==> src/rtl/vm_pkg.sv <==
// Shared definitions for the parametrised vending controller:
// coin codes as presented by the front end and the controller state encoding.
package vm_pkg;

  localparam logic [1:0] COIN_NONE = 2'b00;
  localparam logic [1:0] COIN_A    = 2'b01;
  localparam logic [1:0] COIN_B    = 2'b10;
  localparam logic [1:0] COIN_C    = 2'b11;

  typedef enum logic [1:0] {
    IDLE   = 2'd0,
    CHANGE = 2'd1,
    REFUND = 2'd2
  } state_t;

endpackage

==> src/rtl/vm_coin_value.sv <==
// Maps a coin code to its value in price units, one bit wider than the credit
// register so a credit+coin sum never needs to be truncated.
module vm_coin_value
  import vm_pkg::*;
#(
  parameter int CREDIT_W = 4,
  parameter int COIN_A   = 1,
  parameter int COIN_B   = 2,
  parameter int COIN_C   = 5
) (
  input  logic [1:0]        coin,
  output logic [CREDIT_W:0] value
);

  // Local value parameters shadow the package names, so code constants are scoped explicitly.
  always_comb begin
    value = '0;
    case (coin)
      vm_pkg::COIN_A: value = (CREDIT_W+1)'(COIN_A);
      vm_pkg::COIN_B: value = (CREDIT_W+1)'(COIN_B);
      vm_pkg::COIN_C: value = (CREDIT_W+1)'(COIN_C);
      default:        value = '0;
    endcase
  end

endmodule

==> src/rtl/vending_machine_param.sv <==
// Coin-operated vending controller: collects coins up to a credit limit, vends at
// PRICE, returns change or refunds one unit per cycle, and counts sales.
module vending_machine_param
  import vm_pkg::*;
#(
  parameter int PRICE      = 3,
  parameter int COIN_A     = 1,
  parameter int COIN_B     = 2,
  parameter int COIN_C     = 5,
  parameter int MAX_CREDIT = 6,
  parameter int CREDIT_W   = 4,
  parameter int SALES_W    = 8
) (
  input  logic                clk,
  input  logic                rstn,
  input  logic [1:0]          coin,
  input  logic                cancel,
  output logic                dispense,
  output logic                change_pulse,
  output logic                coin_reject,
  output logic                busy,
  output logic [CREDIT_W-1:0] credit,
  output logic [SALES_W-1:0]  sales_cnt
);

  localparam logic [CREDIT_W:0] PRICE_V = (CREDIT_W+1)'(PRICE);
  localparam logic [CREDIT_W:0] MAX_V   = (CREDIT_W+1)'(MAX_CREDIT);

  state_t              state;
  logic [CREDIT_W:0]   value;
  logic [CREDIT_W:0]   sum;
  logic [CREDIT_W:0]   rest;
  logic                coin_in;

  vm_coin_value #(
    .CREDIT_W (CREDIT_W),
    .COIN_A   (COIN_A),
    .COIN_B   (COIN_B),
    .COIN_C   (COIN_C)
  ) u_coin_value (
    .coin  (coin),
    .value (value)
  );

  assign coin_in = (coin != COIN_NONE);
  assign sum     = {1'b0, credit} + value;
  assign rest    = sum - PRICE_V;

  always_ff @(posedge clk or negedge rstn) begin
    if (!rstn) begin
      state        <= IDLE;
      dispense     <= 1'b0;
      change_pulse <= 1'b0;
      coin_reject  <= 1'b0;
      busy         <= 1'b0;
      credit       <= '0;
      sales_cnt    <= '0;
    end else begin
      dispense     <= 1'b0;
      change_pulse <= 1'b0;
      coin_reject  <= 1'b0;
      case (state)
        IDLE: begin
          // A refund takes priority; a coin arriving with it is handed straight back.
          if (cancel && (credit != '0)) begin
            state       <= REFUND;
            busy        <= 1'b1;
            coin_reject <= coin_in;
          end else if (coin_in) begin
            if (sum > MAX_V) begin
              coin_reject <= 1'b1;
            end else if (sum >= PRICE_V) begin
              dispense  <= 1'b1;
              sales_cnt <= sales_cnt + SALES_W'(1);
              credit    <= rest[CREDIT_W-1:0];
              if (rest != '0) begin
                state <= CHANGE;
                busy  <= 1'b1;
              end
            end else begin
              credit <= sum[CREDIT_W-1:0];
            end
          end
        end
        CHANGE, REFUND: begin
          change_pulse <= 1'b1;
          credit       <= credit - CREDIT_W'(1);
          coin_reject  <= coin_in;
          // busy drops together with the final unit returned.
          if (credit == CREDIT_W'(1)) begin
            state <= IDLE;
            busy  <= 1'b0;
          end
        end
        default: begin
          state <= IDLE;
          busy  <= 1'b0;
        end
      endcase
    end
  end

endmodule

==> config.mk <==
export PLATFORM = sky130hd
export DESIGN_NAME = vending_machine_param
export DESIGN_NICKNAME = d
export VERILOG_FILES = /design/src/rtl/vm_pkg.sv /design/src/rtl/vm_coin_value.sv /design/src/rtl/vending_machine_param.sv
export SDC_FILE = /design/constraint.sdc
export NUM_CORES = 1
export LEC_CHECK = 0
export BUFFER_PORTS_ARGS = -buffer_cell sky130_fd_sc_hd__clkbuf_2
export CORE_UTILIZATION = 60
export DETAILED_ROUTE_END_ITERATION = 7
export PLACE_DENSITY = 0.84
export SLEW_MARGIN = 20
export SYNTH_ARGS = -nofsm -noshare
export SYNTH_HDL_FRONTEND = slang
export SYNTH_SLANG_ARGS = --single-unit
==> constraint.sdc <==
create_clock -name clk -period 4.59 [get_ports clk]
set_clock_uncertainty 0.1 [all_clocks]
set_input_delay 1.1475 -clock clk [delete_from_list [all_inputs] [get_ports clk]]
set_output_delay 1.1475 -clock clk [all_outputs]
set_load 0.005 [all_outputs]
# After elaboration in Yosys (flattened, before gate mapping)
# Cells that the tools add are included.
# totals
regBits	18
out_inout_bits	16
word_cells	69
# op_classes
add_sub_neg	4
eq_ne	14
n_bitwise	2
n_reduce_logical	10
mux	30
magnitude_cmp	2
# ops
cell	n
4-bit two-way mux	4
1-bit two-way mux	15
2-bit two-way mux	6
3-bit inequality test, second input constant	4
5-bit AND reduction	2
3-bit one-hot mux with 3 select lines	1
8-bit by 1-bit adder with 8-bit output, second input constant	1
2-bit inequality test, second input constant	4
4-bit one-hot mux with 2 select lines	1
2-bit equality test, second input constant	3
4-bit by 5-bit adder with 5-bit output	1
5-bit by 2-bit greater-or-equal comparator with 1-bit output, second input constant	1
5-bit by 3-bit greater-than comparator with 1-bit output, second input constant	1
5-bit nonzero test	1
5-bit by 2-bit subtractor with 5-bit output, second input constant	1
2-bit by 1-bit equality test with 1-bit output, second input constant	2
4-bit by 1-bit equality test with 1-bit output, second input constant	1
1-bit one-hot mux with 2 select lines	2
2-bit one-hot mux with 2 select lines	1
4-bit AND reduction	1
2-bit nonzero test	2
4-bit nonzero test	1
4-bit by 1-bit subtractor with 4-bit output, second input constant	1
2-bit logical NOT	1
3 further kinds	4

# Longest topological paths before layout
# logic_depth
word_depth	11
depth_mapped	11
mapped_depth_nobuf	9

# By module
# Synthesis repeated with hierarchy kept, for this count alone.
# hier_totals
cells_unflattened	127
area_unflattened_um2	1283.7
# by_module_without_submodules
module	cells_each	area_per_inst_um2	n_inst
vending_machine_param	121	1248.7	1
vm_coin_value	6	35.0	1

# Least setup slack after synthesis
# No wires, ideal clock.
# synth_timing
path_kind	in2reg
start	in coin[0]
end	reg busy
path_buffers	2
path_stages	11
arrival_time_ns	3.370
setup_ns	0.119
required_ns	4.371
setup_slack_ns	1.001
cell_sequence	clkbuf_1 -> ha_1 -> fa_1 -> ha_1 -> clkbuf_1 -> nand2_1 -> or3_1 -> o211ai_1 -> and4_1 -> nor3_1 -> o21a_1
# synth_via
elab_chain_len	7
word_cells_on_any_way	15
# synth_lines
element	line_no	rtl
start: declaration	vending_machine_param.sv:16	input logic [1:0] coin,
2-bit equality test / 2-bit by 1-bit equality test with 1-bit output (equally long branches)	vm_coin_value.sv:18	case (coin)
3-bit one-hot mux with 3 select lines	vm_coin_value.sv:18	
4-bit by 5-bit adder with 5-bit output	vending_machine_param.sv:46	assign sum = {1'b0, credit} + value;
5-bit by 2-bit subtractor with 5-bit output	vending_machine_param.sv:47	assign rest = sum - PRICE_V;
5-bit nonzero test	vending_machine_param.sv:76	if (rest != '0) begin
3-bit inequality test (no source line)	--	
5-bit AND reduction (no source line) (*)	--	
end signal: assignment	vending_machine_param.sv:55	busy <= 1'b0;
end signal: assignment	vending_machine_param.sv:78	busy <= 1'b1;
end signal: assignment	vending_machine_param.sv:92	busy <= 1'b0;
end: declaration	vending_machine_param.sv:21	output logic busy,
# Every way passes the cells marked *; elsewhere a longest branch is shown, timed or not.
# A chain may end at the register's enable or synchronous reset.

# Final worst setup path
# Ends and elaborated chain as after synthesis.

==> impl_metrics.tcl <==
set metrics [dict create \
    route.detailed.drc 0 \
    synth_compound_area_share_pct 21.9 \
    grt_pass1_vias 1084 \
    fp.dieW_um 50.3 \
    die_area_um2 2530 \
    ff2ff_setup_slack_ns 1.61 \
    power_frac_comb_pct 67.1 \
    p_clk_share_pct 8.4 \
    fillers 190 \
    holdWs_ns 0.388 \
    die_y_um 50.3 \
    ys_warn_count 0 \
    p_leak_nw 0.715 \
    drive_gt1_share_pct 24.7 \
    setup_viol 0 \
    status "finished clean" \
    worstHoldPathType "flop to flop" \
    tns_ns 0 \
    synthTopCellsByArea "dfrtp_1 (32%), ha_1 (11%), xnor2_1 (5.6%), a21oi_1 (3.9%), a211oi_2 (3.6%)" \
    hold_buffers 0 \
    io_pins 21 \
    seqCellArea_um2 450 \
    grt_max_degree 19 \
    yosysTopAreaCell "dfrtp_1" \
    fin_cells 190 \
    hold_viol 0 \
    r2r_end "busy$_DFFE_PN0P_" \
    post_cts_buffers 0 \
    cp_slowest_cell "fa_1" \
    holdPathEnd "sales_cnt[7]$_DFFE_PN0P_" \
    period_needed_ns 3.45 \
    slew_viol_final 0 \
    syn_inst 145 \
    ys_seq_area_share_pct 32.1 \
    vias_per_cell 5.87 \
    intPower_mw 0.601 \
    crit_buf_inv 1 \
    h-tree-depth 1 \
    crit_fanout 8 \
    rr_worst_depth 8 \
    cts_root_buffer "clkbuf_4" \
    ys_seq_elements 18 \
    p_switching_mw 0.574 \
    routed-via-count 1116 \
    critPathTopFamily "adder cells" \
    cts-resized-gates 0 \
    core_area_um2 2210 \
    clk_latency_ns 0.29 \
    totalWireLength_um 2810 \
    groute.usage.overall_pct 26.2 \
    cts_tree "built" \
    clockBufferDepth 2 \
    grt.busiest_layer "met2" \
    io_buffers 20 \
    drtPass1Iterations 4 \
    grt_antenna_before_repair 0 \
    syn_nets 163 \
    gr-total-overflow 0 \
    min-delay-start "sales_cnt[7]$_DFFE_PN0P_" \
    r2r-start "credit[0]$_DFFE_PN0P_" \
    finalCritPeriodShare_pct 75.2 \
    rows 17 \
    syn_area_um2 1400 \
    max_freq_mhz 290 \
    wl_per_cell_um 14.8 \
    start_util_pct 63.3 \
    yosys_most_used_dff "dfrtp_1" \
    startpoint_type "primary input" \
    nNetsFinal 181 \
    rsz0062_at_grt "no" \
    power.density_nw_per_um2 773 \
    p_seq_share_pct 24.5 \
    utilization_pct 68.7 \
    dp_hpwl_um 2190 \
    timing.slew.headroom_pct 64.9 \
    grt_use_met3_pct 3.94 \
    syn_area_per_cell_um2 9.66 \
    muxShareOfSynthArea_pct 1.61 \
    gp_congestion 0.872 \
    cp.required_ns 4.73 \
    multiInputGateArea_um2 857 \
    initialDrtViolationCount 14 \
    crit_chain "clkbuf_2 -> ha_1 -> fa_1 -> ha_1 -> nor2b_1 -> a211o_1 -> and4_1 -> nor3_1 -> o21a_1" \
    worstHoldPathCells 1 \
    antenna_left 0 \
    synth_xor_area_share_pct 7.50 \
    cts_buffers 3 \
    critPathCaptureType "flop" \
    synthArstFlopShare_pct 100 \
    p_sw_share_pct 48.9 \
    cp.arrival_ns 3.59 \
    synthDistinctLibCells 46 \
    yosysTopAreaCellShare_pct 32.1 \
    clkSlewWorstSetupHoldPaths_ns 0.10 \
    worstSetupPathType "primary input to flop" \
    synthSimpleGateAreaFrac_pct 18.0 \
    gr-usage-met1_pct 31.7 \
    max_cap_viol_count 0 \
    clock-sinks 18 \
    synth-edff-count 0 \
    gr-usage-met2_pct 45.6 \
    synth_adder_area_share_pct 12.1 \
    crit_top_cell "ha_1" \
    grt_pass1_wl_um 4890 \
    synth_top_family_by_area "compound AO/OA/AOI/OAI gates" \
    ir_drop_uv 432 \
    tightest_slew_ns 0.523 \
    max_stage_delay_ns 0.66 \
    dp_cells 186 \
    diodes 0 \
    area_delta_synth_final_pct 8.48 \
]
layout make-up:
cell class                 count  area share (%)
clock buffer                   4            2.39
timing repair buffer          20            6.58
inverter                      11            2.72
multi-input combinational    109            56.4
tap                           28            2.30
sequential                    18            29.6
worst max path at each step:
stage / cells past startpoint / startpoint / slack, ns / endpoint
after floorplan: 11 / coin[0] / 1.00 / busy$_DFFE_PN0P_
after global placement: 9 / coin[0] / 0.94 / state[1]$_DFFE_PN0P_
after detailed placement: 9 / coin[0] / 0.84 / busy$_DFFE_PN0P_
after CTS: 9 / coin[0] / 1.15 / busy$_DFFE_PN0P_
after global routing: 9 / coin[0] / 1.03 / busy$_DFFE_PN0P_
final: 9 / coin[0] / 1.14 / busy$_DFFE_PN0P_
cells in the mapped netlist (3+ instances only):
| master | number |
|---|---|
| dfrtp_1 | 18 |
| ha_1 | 12 |
| a21oi_1 | 11 |
| nand2_1 | 11 |
| inv_1 | 9 |
| nor2_1 | 9 |
| xnor2_1 | 9 |
| a211oi_2 | 4 |
| buf_6 | 3 |
| clkbuf_1 | 3 |
| nand3_1 | 3 |
| nand4_1 | 3 |
| nor3_1 | 3 |
| o21a_1 | 3 |
| o21ai_0 | 3 |
| xor2_1 | 3 |
sequential cells by signal, indices dropped and copies added, names as in the netlist:
signal and flops:
coin_reject 1, credit 4, sales_cnt 8, busy 1, change_pulse 1, dispense 1
state 2
per-stage QoR:
stage	setup slack (ns)	area (µm²)	total power, mW
global placement	0.945	1480	1.04
global route	1.03	1520	1.29
CTS	1.15	1520	1.18
floorplan	1.00	1400	0.908
detailed placement	0.845	1480	1.07
finish	1.14	1520	1.18
power groups by stage:
stage	Clock (mW)	Sequential, mW	Combinational [mW]
4_1_cts	0.101	0.287	0.790
3_5_place_dp	0	0.289	0.785
6_report	0.0986	0.288	0.788
2_1_floorplan	0	0.272	0.636
5_1_grt	0.108	0.298	0.883
3_3_place_gp	0	0.285	0.755
cell families after synthesis:
| kind of cell | count (synthesis) |
|---|---|
| simple gates | 44 |
| buf+inv | 18 |
| flops | 18 |
| mux | 2 |
| xor+xnor | 12 |
| fa+ha+maj | 13 |
| compound gates | 38 |
routing by layer:
metal,share of wire [%],up-vias
li1,-,550
met1,43,539
met2,53,21
met3,2.2,6
met4,1.7,0
met5,0,-
cells in the final DEF, fill, tap and decap left out, drive strengths merged, types with 2 or more instances in the layout:
cell type   n
clkbuf     24
dfrtp      18
ha         12
a21oi      12
nand2      11
inv        11
nor2       10
xnor2       9
a211oi      6
nor3        5
o21ai       4
xor2        3
o21a        3
nand4       3
nand3       3
nor2b       2
a21o        2
or3         2
a2bb2oi     2
and3        2
mux2        2
Power figures use the tool's default switching activity.
